[config.mk]
export PLATFORM = sky130hd
export DESIGN_NAME = des_key_schedule
export DESIGN_NICKNAME = d
export VERILOG_FILES = /design/src/rtl/des_key_schedule.sv
export SDC_FILE = /design/constraint.sdc
export NUM_CORES = 1
export LEC_CHECK = 0
export CAP_MARGIN = 20
export CORE_MARGIN = 2
export CORE_UTILIZATION = 25
export CTS_CLUSTER_DIAMETER = 60
export DETAILED_ROUTE_END_ITERATION = 8
export GPL_ROUTABILITY_DRIVEN = 1
export SYNTH_ARGS = -nofsm -noshare
export SYNTH_HDL_FRONTEND = slang
export SYNTH_SLANG_ARGS = --single-unit
[constraint.sdc]
create_clock -name clk -period 2.56 [get_ports clk]
set_input_delay 0.512 -clock clk [delete_from_list [all_inputs] [get_ports clk]]
set_output_delay 0.512 -clock clk [all_outputs]
set_load 0.005 [all_outputs]
[src/rtl/des_key_schedule.sv]
// des_key_schedule: sequential DES subkey generator.
// Loads a 64-bit key through PC-1, rotates the C/D halves once per round and
// presents PC-2(C,D) as a 48-bit subkey over a valid/ready handshake, in
// K1..K16 order (encrypt) or K16..K1 order (decrypt).
// Optional feature macro: DES_KEY_PARITY_CHECK_EN (odd-parity check of every
// key byte on start; failing keys are rejected and flag key_err).
// KEY_W and SUBKEY_W are fixed at 64 and 48; OUT_REG=1 adds one output stage.

module des_key_schedule #(
    parameter int KEY_W    = 64,
    parameter int SUBKEY_W = 48,
    parameter int OUT_REG  = 0
) (
    input  logic                clk,
    input  logic                rst,
    input  logic                start,
    input  logic [KEY_W-1:0]    key,
    input  logic                decrypt,
    output logic [SUBKEY_W-1:0] subkey,
    output logic                subkey_valid,
    input  logic                subkey_ready,
    output logic [3:0]          round,
    output logic                busy,
    output logic                done,
    output logic                key_err
);

    typedef enum logic [0:0] {
        ST_IDLE = 1'b0,
        ST_GEN  = 1'b1
    } state_t;

    localparam int CD_W  = 56;
    localparam int SK_W  = 48;
    localparam int KB_W  = 64;

    // PC-1: table bit n selects key[64-n]; first 28 entries form C, rest D
    localparam logic [6:0] PC1_TAB [0:55] = '{
        7'd57, 7'd49, 7'd41, 7'd33, 7'd25, 7'd17, 7'd9,
        7'd1,  7'd58, 7'd50, 7'd42, 7'd34, 7'd26, 7'd18,
        7'd10, 7'd2,  7'd59, 7'd51, 7'd43, 7'd35, 7'd27,
        7'd19, 7'd11, 7'd3,  7'd60, 7'd52, 7'd44, 7'd36,
        7'd63, 7'd55, 7'd47, 7'd39, 7'd31, 7'd23, 7'd15,
        7'd7,  7'd62, 7'd54, 7'd46, 7'd38, 7'd30, 7'd22,
        7'd14, 7'd6,  7'd61, 7'd53, 7'd45, 7'd37, 7'd29,
        7'd21, 7'd13, 7'd5,  7'd28, 7'd20, 7'd12, 7'd4
    };

    // PC-2: table bit n selects cd[56-n], where cd = {C,D}
    localparam logic [5:0] PC2_TAB [0:47] = '{
        6'd14, 6'd17, 6'd11, 6'd24, 6'd1,  6'd5,
        6'd3,  6'd28, 6'd15, 6'd6,  6'd21, 6'd10,
        6'd23, 6'd19, 6'd12, 6'd4,  6'd26, 6'd8,
        6'd16, 6'd7,  6'd27, 6'd20, 6'd13, 6'd2,
        6'd41, 6'd52, 6'd31, 6'd37, 6'd47, 6'd55,
        6'd30, 6'd40, 6'd51, 6'd45, 6'd33, 6'd48,
        6'd44, 6'd49, 6'd39, 6'd56, 6'd34, 6'd53,
        6'd46, 6'd42, 6'd50, 6'd36, 6'd29, 6'd32
    };

    function automatic logic [55:0] pc1(input logic [63:0] k);
        logic [55:0] r;
        r = 56'd0;
        for (int i = 0; i < CD_W; i++) begin
            r[CD_W-1-i] = k[KB_W - int'(PC1_TAB[i])];
        end
        return r;
    endfunction

    function automatic logic [47:0] pc2(input logic [55:0] cd);
        logic [47:0] r;
        r = 48'd0;
        for (int i = 0; i < SK_W; i++) begin
            r[SK_W-1-i] = cd[CD_W - int'(PC2_TAB[i])];
        end
        return r;
    endfunction

    // Encrypt shift amount for key-schedule step idx (0-based)
    function automatic logic [1:0] shift_amt(input logic [3:0] idx);
        logic [1:0] r;
        case (idx)
            4'd0, 4'd1, 4'd8, 4'd15: r = 2'd1;
            default:                 r = 2'd2;
        endcase
        return r;
    endfunction

    function automatic logic [27:0] rotl28(input logic [27:0] x, input logic [1:0] n);
        logic [27:0] r;
        if (n == 2'd2) begin
            r = {x[25:0], x[27:26]};
        end else begin
            r = {x[26:0], x[27]};
        end
        return r;
    endfunction

    function automatic logic [27:0] rotr28(input logic [27:0] x, input logic [1:0] n);
        logic [27:0] r;
        if (n == 2'd2) begin
            r = {x[1:0], x[27:2]};
        end else begin
            r = {x[0], x[27:1]};
        end
        return r;
    endfunction

    // True when every byte of the key carries odd parity
    function automatic logic key_parity_ok(input logic [63:0] k);
        logic ok;
        ok = 1'b1;
        for (int b = 0; b < 8; b++) begin
            ok = ok & (^k[8*b +: 8]);
        end
        return ok;
    endfunction

    state_t        state_r, state_s;
    logic [27:0]   c_r, c_s, d_r, d_s;
    logic [3:0]    round_r, round_s;
    logic          dec_r, dec_s;
    logic          busy_r, busy_s;
    logic          done_r;
    logic [55:0]   pc1_s;
    logic [47:0]   core_subkey_s;
    logic          core_valid_s, core_ready_s, core_fire_s;
    logic          key_ok_s, start_req_s, start_acc_s;
    logic          out_fire_s, last_out_s;

    assign pc1_s         = pc1(key[63:0]);
    assign core_subkey_s = pc2({c_r, d_r});
    assign core_valid_s  = (state_r == ST_GEN);
    assign core_fire_s   = core_valid_s & core_ready_s;
    assign start_req_s   = start & ~busy_r & (state_r == ST_IDLE);
    assign start_acc_s   = start_req_s & key_ok_s;
    assign out_fire_s    = subkey_valid & subkey_ready;
    assign last_out_s    = out_fire_s & (round == 4'd15);
    assign busy          = busy_r;
    assign done          = done_r;

`ifdef DES_KEY_PARITY_CHECK_EN
    logic key_err_r;

    assign key_ok_s = key_parity_ok(key[63:0]);
    assign key_err  = key_err_r;

    // Parity error flag: set by a rejected start, cleared by an accepted one
    always_ff @(posedge clk) begin
        if (rst) begin
            key_err_r <= 1'b0;
        end else if (start_acc_s) begin
            key_err_r <= 1'b0;
        end else if (start_req_s) begin
            key_err_r <= 1'b1;
        end else begin
            key_err_r <= key_err_r;
        end
    end
`else
    assign key_ok_s = 1'b1;
    assign key_err  = 1'b0;
`endif

    // Next-state logic: load on start, rotate C/D on each accepted subkey
    always_comb begin
        state_s = state_r;
        c_s     = c_r;
        d_s     = d_r;
        round_s = round_r;
        dec_s   = dec_r;
        case (state_r)
            ST_IDLE: begin
                if (start_acc_s) begin
                    state_s = ST_GEN;
                    round_s = 4'd0;
                    dec_s   = decrypt;
                    if (decrypt) begin
                        // K16 has a cumulative shift of 28, i.e. unrotated
                        c_s = pc1_s[55:28];
                        d_s = pc1_s[27:0];
                    end else begin
                        c_s = rotl28(pc1_s[55:28], 2'd1);
                        d_s = rotl28(pc1_s[27:0], 2'd1);
                    end
                end else begin
                    state_s = ST_IDLE;
                end
            end
            ST_GEN: begin
                if (core_fire_s) begin
                    if (round_r == 4'd15) begin
                        state_s = ST_IDLE;
                    end else begin
                        round_s = round_r + 4'd1;
                        if (dec_r) begin
                            // Undo the encrypt shift of the subkey just emitted
                            c_s = rotr28(c_r, shift_amt(4'd15 - round_r));
                            d_s = rotr28(d_r, shift_amt(4'd15 - round_r));
                        end else begin
                            c_s = rotl28(c_r, shift_amt(round_r + 4'd1));
                            d_s = rotl28(d_r, shift_amt(round_r + 4'd1));
                        end
                    end
                end else begin
                    state_s = ST_GEN;
                end
            end
            default: begin
                state_s = ST_IDLE;
            end
        endcase
    end

    // Busy spans from accepted start to the last handshake seen at the outputs
    always_comb begin
        busy_s = busy_r;
        if (start_acc_s) begin
            busy_s = 1'b1;
        end else if (last_out_s) begin
            busy_s = 1'b0;
        end else begin
            busy_s = busy_r;
        end
    end

    // Core state registers
    always_ff @(posedge clk) begin
        if (rst) begin
            state_r <= ST_IDLE;
            c_r     <= 28'd0;
            d_r     <= 28'd0;
            round_r <= 4'd0;
            dec_r   <= 1'b0;
            busy_r  <= 1'b0;
            done_r  <= 1'b0;
        end else begin
            state_r <= state_s;
            c_r     <= c_s;
            d_r     <= d_s;
            round_r <= round_s;
            dec_r   <= dec_s;
            busy_r  <= busy_s;
            done_r  <= last_out_s;
        end
    end

    generate
        if (OUT_REG == 0) begin : g_direct
            assign subkey       = core_subkey_s;
            assign subkey_valid = core_valid_s;
            assign round        = round_r;
            assign core_ready_s = subkey_ready;
        end else begin : g_outreg
            logic [47:0] o_subkey_r;
            logic        o_valid_r;
            logic [3:0]  o_round_r;

            assign subkey       = o_subkey_r;
            assign subkey_valid = o_valid_r;
            assign round        = o_round_r;
            // Core advances whenever the output stage is empty or draining
            assign core_ready_s = ~o_valid_r | subkey_ready;

            // Output stage: one-entry pipeline register between core and consumer
            always_ff @(posedge clk) begin
                if (rst) begin
                    o_subkey_r <= 48'd0;
                    o_valid_r  <= 1'b0;
                    o_round_r  <= 4'd0;
                end else if (core_fire_s) begin
                    o_subkey_r <= core_subkey_s;
                    o_valid_r  <= 1'b1;
                    o_round_r  <= round_r;
                end else if (o_valid_r && subkey_ready) begin
                    o_valid_r  <= 1'b0;
                end else begin
                    o_valid_r  <= o_valid_r;
                end
            end
        end
    endgenerate

endmodule

==> results.txt, run 1 <==
The die covers 0.0236 mm^2. The detailed-placement wirelength estimate came out at 11.6 mm. The max-slew violation total from the final report came out at 0. The filler cell count is 2383. The most used flip-flop cell after synthesis is dfxtp_1. The repair_antennas step left the layout with diodes totalling 0. The total length of routed wires came out at 18.5 mm.

The CTS sink count is 64. The clock insertion delay at the later pin of the skew report came out at 0.34 ns. The unique cell type count in the Yosys netlist is 36.

The leakage power figure came out at 2.35 nW. Sorting the synthesized cells by area gives the leading types as dfxtp_1 (23%), nor3_1 (13%), mux2i_1 (12%). The area of the multi-input gates is 0.00359 mm^2. The slack of the critical path came out at 0.332 ns. The worst setup path is captured at a register.

The count of input and output buffers came out at 115. The max-slew headroom at the worst pin came out at 0.473. The data arrival at the endpoint of the critical path came out at 2.47 ns. The fraction of registers with async set or reset after synthesis is 0. The pre-CTS worst setup slack came out at 0.173 ns. In this run the most critical hold path is launched from dec_r$_SDFFE_PP0P_.

Setup violations remaining at the end of the flow were counted as 0. The post-synthesis instance total is 782. The total grt overflow came out at 0. The count of buffers added by post-CTS timing repair for setup is 0. The utilization of the core after routing came out at 0.320. The post-synthesis register bit count came out at 64. The tightest min-delay check is of the reg2reg type. The mean number of vias per cell is 5.46. The synthesized design spends more area on one cell type than any other, namely dfxtp_1. Derived from the worst setup path, the maximum achievable clock frequency is 449 MHz.

For this block, the via count after detailed routing is 5909. Across the run, the number of max-cap violations was 0. The clock slew seen by the registers of the worst setup and hold paths came out at 0.06 ns. The instance area at placement came out at 0.00668 mm^2. The cell at the root of the clock tree is clkbuf_16.

The number of I/O pins came out at 125. The H-tree was split into 3 levels. The total area inside the core boundary comes to 0.0219 mm^2. The maximum count of clock buffers along a single path came out at 2. The DRC violations left came out at 0. The total of cells resized after clock tree synthesis is 0. The placer's final routability congestion estimate came out at 0.750. The count of nets after finishing is 870. Entering global routing, the biggest net connects 168 pins. For this configuration, the core starts out at a cell density of 0.256. For this run, the total global-route usage over all layers was measured as 0.151.

The count of warnings emitted by yosys is 0. The transition time of the tightest slew-check pin came out at 0.787 ns. The biggest fanout along the worst timing path came out at 23. With fillers left out, the area of the finished cells amounts to 0.00700 mm^2.

After the first detailed-routing iteration, the DRC count stood at 485. After synthesis the cells add up to 0.00560 mm^2. Clock skew on the completed layout was measured at 0.00455 ns. The flow ran to the end, and the final reports show no timing, DRC or antenna violations.

The post-route minimum period came out at 2.23 ns. The final routed wire length divided by cell count came out at 17.1 um. Synthesis produced a netlist with a net count of 855. The area growth from synthesis to layout is 25.1%. TritonCTS built the clock tree. The critical path required time is 2.80 ns. The number of global-route vias before repair is 5531. The final total negative setup slack came out at 0 ns. The worst register-to-register path begins at round[0]$_SDFFE_PP0P_.

The floorplan has 54 rows. The number of flops mapped to enable cells by yosys is 0. The fraction of the yosys area taken by sequential cells came out at 0.229.

The share of layout cells above drive strength 1 came out at 0.0673. The area taken by flip-flops and latches is 0.00129 mm^2. Setup repair after global routing left no endpoint under its margin.

Tracing the worst setup path back leads to its startpoint at round[0]$_SDFFE_PP0P_. From bottom edge to top edge, the die measures 154 um. The width of the die came out at 154 um. The TritonCTS buffer count is 9. The power density normalized to cell area is 539 mW/mm^2. The mean instance size in the synthesized netlist is 7.16 um^2. The first detailed-routing pass took 5 iterations. By startpoint and endpoint, the worst setup path is classified as reg2reg. The period utilization is 0.870. The final count of hold timing violations came out at 0. The library cells used most frequently in the layout, excluding fill and tap cells, are nor3_1 (145), nand2_1 (115), clkdlybuf4s50_1 (113).

The hold buffer count at CTS is 0. The count of nets left with antenna violations once routing finished came out at 0. Leaving out fill and tap cells, the most frequent cell in the layout is nor3_1. The initial antenna violation count is 0. The share of synthesized area in the top cell type comes to 0.229.

STA classifies the critical path startpoint as a register. The global-route wire length before repair is 29.6 mm. Across the VDD grid, the largest voltage drop is 0.301 mV.
[Yosys cell counts, drive strengths merged, types with 2 or more instances]
cell type,n
dfxtp,64
a31oi,12
a21oi,65
nor3,145
mux2i,69
nand2b,2
nand2,115
ha,4
inv,2
buf,83
o2bb2ai,12
clkbuf,49
a31o,44
o21ai,23
nand3b,3
nor2,33
o32ai,44
and2,2
[cell type report]
cell class	count	share of cell area
Clock inverter	2	0.00500
Tap cell	280	0.0500
Timing Repair Buffer	136	0.207
Sequential cell	64	0.184
Clock buffer	14	0.0406
Multi-Input combinational cell	584	0.512
Inverter	2	0.00107
[per-layer routing]
layer | part of all wire | routed length (um) | up-vias | GRT usage
li1 | - | - | 2874 | -
met1 | 0.46 | 8480 | 2827 | 0.199
met2 | 0.47 | 8630 | 190 | 0.250
met3 | 0.060 | 1110 | 18 | 0.0321
met4 | 0.013 | 238 | 0 | 0.0441
met5 | 0 | 0 | - | 0
[registers in the layout (all words and copies together) (netlist names)]
register / flops
busy: 1
c_r: 28
d_r: 28
dec_r: 1
done: 1
round: 4
subkey_valid: 1
[worst max-delay path, cell delays in order, from the launching register on]
cell      delay [ns]
dfxtp_1         0.42
ha_1            0.32
a21oi_1         0.12
o211ai_4        0.66
buf_12          0.26
nor3_1          0.06
o32ai_1         0.25
[report_power, final]
group	internal, mW	switching [mW]	leakage, nW
logic	0.561	0.596	1.67
registers	1.10	0.183	0.525
clock network	0.859	0.479	0.159
[logic make-up (layout without fill, tap and decap cells)]
family,Yosys count,count (layout),synth area share
flip-flops,64,64,0.229
other,1,1,0.000670
AO/OA/AOI/OAI,205,205,0.259
adder cells (fa/ha/maj),4,4,0.00894
buffers and inverters,134,154,0.135
multiplexers,69,69,0.123
AND/OR/NAND/NOR,305,305,0.245
[final timing paths]
| check | endpoint | slack (ns) | cells past startpoint |
|---|---|---|---|
| setup / recovery | d_r[23]$_SDFFE_PP0P_ | 0.33 | 6 |
| setup reg to reg | d_r[23]$_SDFFE_PP0P_ | 0.33 | 6 |
| hold reg to reg | dec_r$_SDFFE_PP0P_ | 0.53 | 2 |
| hold / removal | dec_r$_SDFFE_PP0P_ | 0.53 | 2 |
[metrics by stage]
stage / hold WS, ns / instances / power [mW]
floorplan: 0.524 / 782 / 2.03
finish: 0.527 / 1082 / 3.77
CTS: 0.527 / 1082 / 3.80
detailed placement: 0.515 / 1066 / 2.45
global route: 0.579 / 1082 / 3.97
global placement: 0.504 / 1066 / 2.44
Power figures use the tool's default switching activity.
==> run 2: changes to the inputs <==
--- a/config.mk
+++ b/config.mk
@@ -5,7 +5,6 @@
 export SDC_FILE = /design/constraint.sdc
 export NUM_CORES = 1
 export LEC_CHECK = 0
-export CAP_MARGIN = 20
 export CORE_MARGIN = 2
 export CORE_UTILIZATION = 25
 export CTS_CLUSTER_DIAMETER = 60
==> results of run 2 <==
The final DEF is identical to that of run 1; final timing and power are the same.
